`src/rtl/gcm_pkg.sv`:
```
// Shared constants and types for the digit-serial GHASH multiplier.
// GCM bit order: GCM bit 0 is vector bit 127.
package gcm_pkg;

   localparam int BLOCK_W = 128;
   localparam logic [BLOCK_W-1:0] GCM_R = {8'hE1, 120'h0};

   typedef enum logic {
      ST_IDLE = 1'b0,
      ST_MULT = 1'b1
   } gcm_state_e;

   function automatic bit gcm_digit_w_ok(input int w);
      return (w == 1) || (w == 2) || (w == 4) || (w == 8) || (w == 16);
   endfunction

endpackage

```
`src/rtl/gcm_gf_digit_step.sv`:
```
// One clock's worth of GF(2^128) shift-and-add.
// Consumes DIGIT_W multiplier bits, MSB first.
module gcm_gf_digit_step
   import gcm_pkg::*;
#(
   parameter int DIGIT_W = 1
) (
   input  logic [BLOCK_W-1:0] z_in,
   input  logic [BLOCK_W-1:0] v_in,
   input  logic [DIGIT_W-1:0] bits,
   output logic [BLOCK_W-1:0] z_out,
   output logic [BLOCK_W-1:0] v_out
);

   always_comb begin
      z_out = z_in;
      v_out = v_in;
      for (int i = DIGIT_W - 1; i >= 0; i--) begin
         if (bits[i]) z_out = z_out ^ v_out;
         // V.x in GCM bit order: right shift, fold the dropped bit back with R
         v_out = v_out[0] ? ((v_out >> 1) ^ GCM_R) : (v_out >> 1);
      end
   end

endmodule

```
`src/rtl/gcm_ghash_digit.sv`:
```
// GHASH accumulator: Y <= (Y ^ x) * H, computed over 128/DIGIT_W cycles.
// init reloads H and clears Y; next absorbs one block when ready.
module gcm_ghash_digit
   import gcm_pkg::*;
#(
   parameter int DIGIT_W = 1,
   parameter int CNT_W   = 32
) (
   input  logic               clk,
   input  logic               reset_n,
   input  logic               init,
   input  logic               next,
   input  logic [127:0]       h0,
   input  logic [127:0]       x,
   output logic [127:0]       y,
   output logic               ready,
   output logic [CNT_W-1:0]   blk_cnt
);

   if (!gcm_digit_w_ok(DIGIT_W)) begin : g_bad_digit_w
      $error("gcm_ghash_digit: DIGIT_W must be 1, 2, 4, 8 or 16");
   end

   localparam logic [6:0] LAST_DIG = 7'(BLOCK_W / DIGIT_W - 1);

   gcm_state_e          state;
   logic [BLOCK_W-1:0]  h_q, v_q, z_q, xo_q, y_q;
   logic [BLOCK_W-1:0]  z_nxt, v_nxt;
   logic [6:0]          dig_q;
   logic [CNT_W-1:0]    cnt_q;
   logic                ready_q;

   gcm_gf_digit_step #(.DIGIT_W(DIGIT_W)) u_step (
      .z_in  (z_q),
      .v_in  (v_q),
      .bits  (xo_q[BLOCK_W-1 -: DIGIT_W]),
      .z_out (z_nxt),
      .v_out (v_nxt)
   );

   always_ff @(posedge clk) begin
      if (!reset_n) begin
         state   <= ST_IDLE;
         h_q     <= '0;
         v_q     <= '0;
         z_q     <= '0;
         xo_q    <= '0;
         y_q     <= '0;
         dig_q   <= '0;
         cnt_q   <= '0;
         ready_q <= 1'b1;
      end else if (init) begin
         // init aborts any multiply in flight; Y is not written from it
         state   <= ST_IDLE;
         h_q     <= h0;
         y_q     <= '0;
         dig_q   <= '0;
         cnt_q   <= '0;
         ready_q <= 1'b1;
      end else begin
         case (state)
            ST_IDLE: begin
               if (next) begin
                  v_q     <= h_q;
                  xo_q    <= y_q ^ x;
                  z_q     <= '0;
                  dig_q   <= '0;
                  state   <= ST_MULT;
                  ready_q <= 1'b0;
               end
            end
            ST_MULT: begin
               z_q   <= z_nxt;
               v_q   <= v_nxt;
               xo_q  <= xo_q << DIGIT_W;
               dig_q <= dig_q + 7'd1;
               if (dig_q == LAST_DIG) begin
                  y_q     <= z_nxt;
                  cnt_q   <= cnt_q + CNT_W'(1);
                  state   <= ST_IDLE;
                  ready_q <= 1'b1;
               end
            end
            default: state <= ST_IDLE;
         endcase
      end
   end

   assign y       = y_q;
   assign ready   = ready_q;
   assign blk_cnt = cnt_q;

endmodule

```
`config.mk`:
```
export PLATFORM = sky130hd
export DESIGN_NAME = gcm_ghash_digit
export DESIGN_NICKNAME = d
export VERILOG_FILES = /design/src/rtl/gcm_pkg.sv /design/src/rtl/gcm_gf_digit_step.sv /design/src/rtl/gcm_ghash_digit.sv
export SDC_FILE = /design/constraint.sdc
export NUM_CORES = 2
export LEC_CHECK = 0
export BUFFER_PORTS_ARGS = -buffer_cell sky130_fd_sc_hd__buf_4
export CAP_MARGIN = 20
export CORE_ASPECT_RATIO = 0.6
export CORE_MARGIN = 5
export CORE_UTILIZATION = 62
export CTS_BUF_LIST = sky130_fd_sc_hd__clkbuf_8
export DETAILED_ROUTE_END_ITERATION = 10
export GPL_TIMING_DRIVEN = 0
export PLACE_DENSITY = 0.85
export SYNTH_ARGS = -nofsm -noshare
export SYNTH_HDL_FRONTEND = slang
export SYNTH_SLANG_ARGS = --single-unit
```
`constraint.sdc`:
```
create_clock -name clk -period 4.63 [get_ports clk]
set_clock_uncertainty 0.1 [all_clocks]
set_input_delay 0.463 -clock clk [delete_from_list [all_inputs] [get_ports clk]]
set_output_delay 0.463 -clock clk [all_outputs]
set_load 0.005 [all_outputs]
```
# Word-level counts from Yosys, hierarchy flattened
# Cells that the tools add are included.
[op_classes]
bitwise_logic = 6
n_div = 0
eq_ne = 3
muxes = 16
n_lt_le_gt_ge = 0
reduce_logical = 4
mul = 0
n_shift = 0
n_addsub = 2
[op_table]
columns = ["cell", "count"]
rows = [
  ["case mux 128 bit (2 select lines)", 3],
  ["2-to-1 mux 128 bit", 5],
  ["XOR 128 bit", 2],
  ["adder 32 x 1 -> 32 bit (second input constant)", 1],
  ["case mux 7 bit (2 select lines)", 1],
  ["adder 7 x 1 -> 7 bit (second input constant)", 1],
  ["equality test 7 bit (second input constant)", 1],
  ["2-to-1 mux 7 bit", 1],
  ["AND reduction 2 bit", 3],
  ["2-to-1 mux 1 bit", 4],
  ["NOT 3 -> 4 bit", 1],
  ["case mux 1 bit (2 select lines)", 2],
  ["NOT 1 bit", 3],
  ["inequality test 2 x 1 -> 1 bit (second input constant)", 1],
  ["inequality test 2 bit (second input constant)", 1],
  ["OR reduction 2 bit", 1],
]
[word_totals]
register_bits = 681
mem_bits_rw = 0
n_memories = 0
wordCells = 40
romBits = 0
latchBits = 0
out_inout_bits = 161

# Depth between registers and ports, before layout
[logic_depth]
ltp_word = 3
ltp_mapped = 8
depth_no_buf = 5

# Modules after synthesis
# From an unflattened synthesis, not the netlist that was laid out.
[unflattened]
hier_cells = 3549
area_unflattened_um2 = 31044.8
[modules_own_cells]
columns = ["mod", "seq_area_each_um2", "n_inst", "cells_per_inst", "area_per_inst_um2"]
rows = [
  ["gcm_ghash_digit", 13633.1, 1, 3151, 28324.7],
  ["gcm_gf_digit_step", 0.0, 1, 398, 2720.1],
]

# Least setup slack after synthesis
# OpenSTA, ideal clock, no wires.
[synth_path]
path_kind = "register -> register"
startpoint = "register dig_q[0]"
endpoint = "register cnt_q[30], in the netlist blk_cnt[30]"
t_arrival_ns = 1.998
t_required_ns = 4.459
stages_incl_launch_ff = 7
period_less_slack_ns = 2.169
slack_ns = 2.461
cell_sequence = "dfxtp_1 ha_1 nand3_4 or4_4 buf_6 or4_1 a21oi_1"
[synth_between]
elab_chain_cells = 2
[synth_rtl]
columns = ["element", "line", "source"]
rows = [
  ["start: declaration", "gcm_ghash_digit.sv:29", "logic [6:0] dig_q;"],
  ["start signal: assignment", "gcm_ghash_digit.sv:76", "dig_q <= dig_q + 7'd1;"],
  ["equality test 7 bit", "gcm_ghash_digit.sv:77", "if (dig_q == LAST_DIG) begin"],
  ["AND reduction 2 bit (no line)", "n/a", ""],
  ["end signal: assignment", "gcm_ghash_digit.sv:79", "cnt_q <= cnt_q + CNT_W'(1);"],
  ["end: declaration", "gcm_ghash_digit.sv:30", "logic [CNT_W-1:0] cnt_q;"],
]
# Every way passes these cells.
# A chain may end at the register's enable or synchronous reset.

# Final worst setup path
[layout_path]
startpoint = "register state"
endpoint = "register v_q[87]"
[layout_between]
elab_chain_cells = 3
elab_cells_between_ends = 4
cone_classes = "eq/ne (1); mux (1); bitwise (1); reduce/logical (1)"
[layout_rtl]
columns = ["element", "line", "source"]
rows = [
  ["start: declaration", "gcm_ghash_digit.sv:26", "gcm_state_e state;"],
  ["start signal: assignment", "gcm_ghash_digit.sv:43", "state <= ST_IDLE;"],
  ["start signal: assignment", "gcm_ghash_digit.sv:54", "state <= ST_IDLE;"],
  ["start signal: assignment", "gcm_ghash_digit.sv:68", "state <= ST_MULT;"],
  ["NOT 1 bit", "n/a", ""],
  ["inequality test 2 bit (no line)", "n/a", ""],
  ["AND reduction 2 bit (no line)", "n/a", ""],
  ["end signal: assignment", "gcm_ghash_digit.sv:64", "v_q <= h_q;"],
  ["end signal: assignment", "gcm_ghash_digit.sv:74", "v_q <= v_nxt;"],
  ["end: declaration", "gcm_ghash_digit.sv:27", "logic [BLOCK_W-1:0] h_q, v_q, z_q, xo_q, y_q;"],
]
# Several ways; a longest one is shown, not always the timed one.

==> impl_metrics.env <==
export IMPL_tns_ns=0
export IMPL_max_freq_mhz=280
export IMPL_clk_latency_ns=0.69
export IMPL_ctsResizeCount=0
export IMPL_finalNetCount=4754
export IMPL_vias_per_cell=5.83
export IMPL_first_pass_iters=6
export IMPL_wire_per_inst_um=19.1
export IMPL_worst_pin_slew_ns=1.21
export IMPL_cts_sinks=681
export IMPL_clockBufferDepth=3
export IMPL_syn_to_final_growth_pct=23.2
export IMPL_place_gp_congestion=0.960
export IMPL_hpwl_mm=69.0
export IMPL_synth_seq_cells=681
export IMPL_mostFrequentLayoutCells="nand2_1 (782), dfxtp_1 (681), buf_4 (418)"
export IMPL_fin_hold_ws_ns=0.0453
export IMPL_wirelength_mm=101
export IMPL_final_min_clock_period_ns=3.58
export IMPL_antenna_found_initial=10
export IMPL_drv_slew=0
export IMPL_start_util_pct=62.4
export IMPL_syn_inst=3846
export IMPL_cp_data_arrival_time_ns=4.05
export IMPL_grt_overflow_total=0
export IMPL_grt_pass1_wl_mm=154
export IMPL_fillCellCount=3497
export IMPL_cts_root_buf="clkbuf_8"
export IMPL_postCtsSetupBuffers=0
export IMPL_path_cells="buf_2, buf_2, nor2_1, nor2_1, buf_6, clkbuf_1, buf_2, nand2_1, o211a_1"
export IMPL_yosysTopAreaCell="dfxtp_1"
export IMPL_r2r_slack_ns=1.05
export IMPL_final_common_cell="nand2_1"
export IMPL_critical_path_slowest_cell="clkbuf_1"
export IMPL_finalNonFillerCells=5268
export IMPL_critPathMaxFanout=10
export IMPL_htreeDepth=3
export IMPL_finalSetupViolCount=0
export IMPL_cap_violations=0
export IMPL_start_kind="flop"
export IMPL_fin_crit_sh_pct=77.3
export IMPL_ios=421
export IMPL_drive_gt1_share_pct=14.1
export IMPL_grt_pass1_vias=28441
export IMPL_grtUsageTotal_pct=34.2
export IMPL_cts_tree="yes"
export IMPL_crit_family="buffers and inverters"
export IMPL_synth_area_leaders="dfxtp_1 (43%), nand2_1 (9.3%), mux2i_1 (8.0%), a21boi_0 (6.0%), nor2_1 (4.7%)"
export IMPL_finalHoldViolCount=0
export IMPL_critPathKind="reg -> reg"
export IMPL_cpMostUsedCell="buf_2"
export IMPL_vdd_drop_max_mv=0.334
export IMPL_grt_max_degree=13
export IMPL_drtIter0Drc=3155
export IMPL_syn_area_per_cell_um2=8.23
export IMPL_yosys_warnings=0
export IMPL_max_slew_margin_pct=19.1
export IMPL_drc=0
export IMPL_critPathMaxStageDelay_ns=0.84
export IMPL_crit_buf_inv=5
export IMPL_rows=64
export IMPL_netlist_area_um2=31700
export IMPL_synth_cell_types=37
export IMPL_rsz0062_at_grt="false"
export IMPL_die_width_um=302
export IMPL_powerDensity_nw_per_um2=320
export IMPL_ant_nets=0
export IMPL_worstSetupEndpointType="flop"
export IMPL_die_area_um2=55800
export IMPL_total_leakage_power_nw=15.8
export IMPL_port_buffers=418
export IMPL_vias=30691
export IMPL_place_inst=4959
export IMPL_required_ns=5.11
export IMPL_netlist_area_leader_share_pct=43.1
export IMPL_die_height_um=185
export IMPL_ys_flop_type="dfxtp_1"
export IMPL_hp_class="in -> reg"
export IMPL_path_clk_slew_ns=0.08
export IMPL_synth_edf_count=0
export IMPL_synth_fp_nets=4108
export IMPL_core_um2=50800
export IMPL_numCtsBuffers=94
export IMPL_status="completed"
export IMPL_async_flop_share_pct=0
export IMPL_ys_seq_area_share_pct=43.1
[layout make-up]
type | instances | area (µm²) | share of cell area, %
clock buffers | 123 | 1690 | 4.34
inverters | 7 | 26.3 | 0.0673
repair buffers | 550 | 4460 | 11.4
clock inverters | 43 | 298 | 0.763
flip-flops and latches | 681 | 13600 | 34.9
diodes | 13 | 32.5 | 0.0834
multi-input cells | 2876 | 16800 | 43.2
well taps | 693 | 867 | 2.22
plain buffers | 282 | 1160 | 2.97
[synth_stat cells, types with 2 or more instances]
master,instances
o21ai_0,259
nor3_1,131
nand2b_1,3
nor4_1,6
or3_1,7
nor2b_1,133
nand2_1,782
dfxtp_1,681
nand4_1,12
o211ai_1,2
and4_1,3
xnor2_1,136
a21oi_1,33
buf_1,21
clkbuf_1,186
o31ai_1,20
and3_1,4
mux2i_1,254
a21boi_0,255
a211oi_1,131
and2_1,129
xor2_1,3
o211a_1,125
or4_1,23
or4_4,2
nand3_1,16
ha_1,2
inv_1,7
buf_2,74
nor2_1,399
[registers in the layout, indices dropped and copies added, names as in the netlist]
signal and cells:
h_q 128, v_q 128, xo_q 128, y 128, z_q 128, blk_cnt 32, dig_q 7, ready 1
state 1
[power breakdown]
| group | switching, W | leakage [nW] | internal [W] | total [W] |
|---|---|---|---|---|
| clock network | 0.00237 | 1.12 | 0.00260 | 0.00497 |
| logic | 0.000727 | 9.09 | 0.000594 | 0.00132 |
| registers | 0.000152 | 5.55 | 0.00606 | 0.00622 |
[repair_timing]
item / CTS / global route
hold endpoints to repair: 128 / 0
hold buffers: 128 / 0
setup endpoints to repair: 0 / 0
[worst register-to-register path, cell delays in order, from the launching register on]
cell,delay (ns)
dfxtp_1,0.40
buf_2,0.49
buf_2,0.36
nor2_1,0.10
nor2_1,0.26
buf_6,0.22
clkbuf_1,0.84
buf_2,0.42
nand2_1,0.14
o211a_1,0.16
[logic make-up (layout without fill, tap and decap cells)]
| kind of cell | Yosys count | after routing | share of synthesized area [%] |
|---|---|---|---|
| buffers and inverters | 289 | 1005 | 3.74 |
| adder cells (fa/ha/maj) | 2 | 2 | 0.0790 |
| AO/OA/AOI/OAI | 827 | 827 | 18.3 |
| flip-flops | 681 | 681 | 43.1 |
| XOR/XNOR | 139 | 139 | 3.84 |
| multiplexers | 254 | 254 | 8.03 |
| other | 0 | 13 | 0 |
| AND/OR/NAND/NOR | 1654 | 1654 | 23.0 |
[through the flow]
stage | worst slack [ns] | util (%) | total power, W | area (µm²)
final | 1.05 | 76.9 | 0.0125 | 39000
after global routing | 1.03 | 76.8 | 0.0129 | 39000
after CTS | 0.767 | 76.7 | 0.0124 | 39000
after detailed placement | 0.794 | 70.3 | 0.00750 | 35700
after global placement | 0.872 | 70.3 | 0.00746 | 35700
after floorplan | 2.46 | - | 0.00702 | 31700
[metal layers]
layer | vias to the layer above | track usage [%] | part of all wire [%]
met5 | - | 0 | 0
met2 | 1562 | 52.4 | 44
met3 | 338 | 7.47 | 9.1
met1 | 14393 | 46.6 | 42
li1 | 14398 | - | -
met4 | 0 | 15.5 | 4.9
[path summary, 6_finish.rpt]
| path | startpoint | endpoint | cells after the start |
|---|---|---|---|
| max reg2reg | state | v_q[87] | 9 |
| min | next | dig_q[1] | 4 |
| min reg2reg | xo_q[109] | xo_q[109] | 2 |
| max | state | v_q[87] | 9 |
No activity file was read; power rests on OpenSTA's default activity.
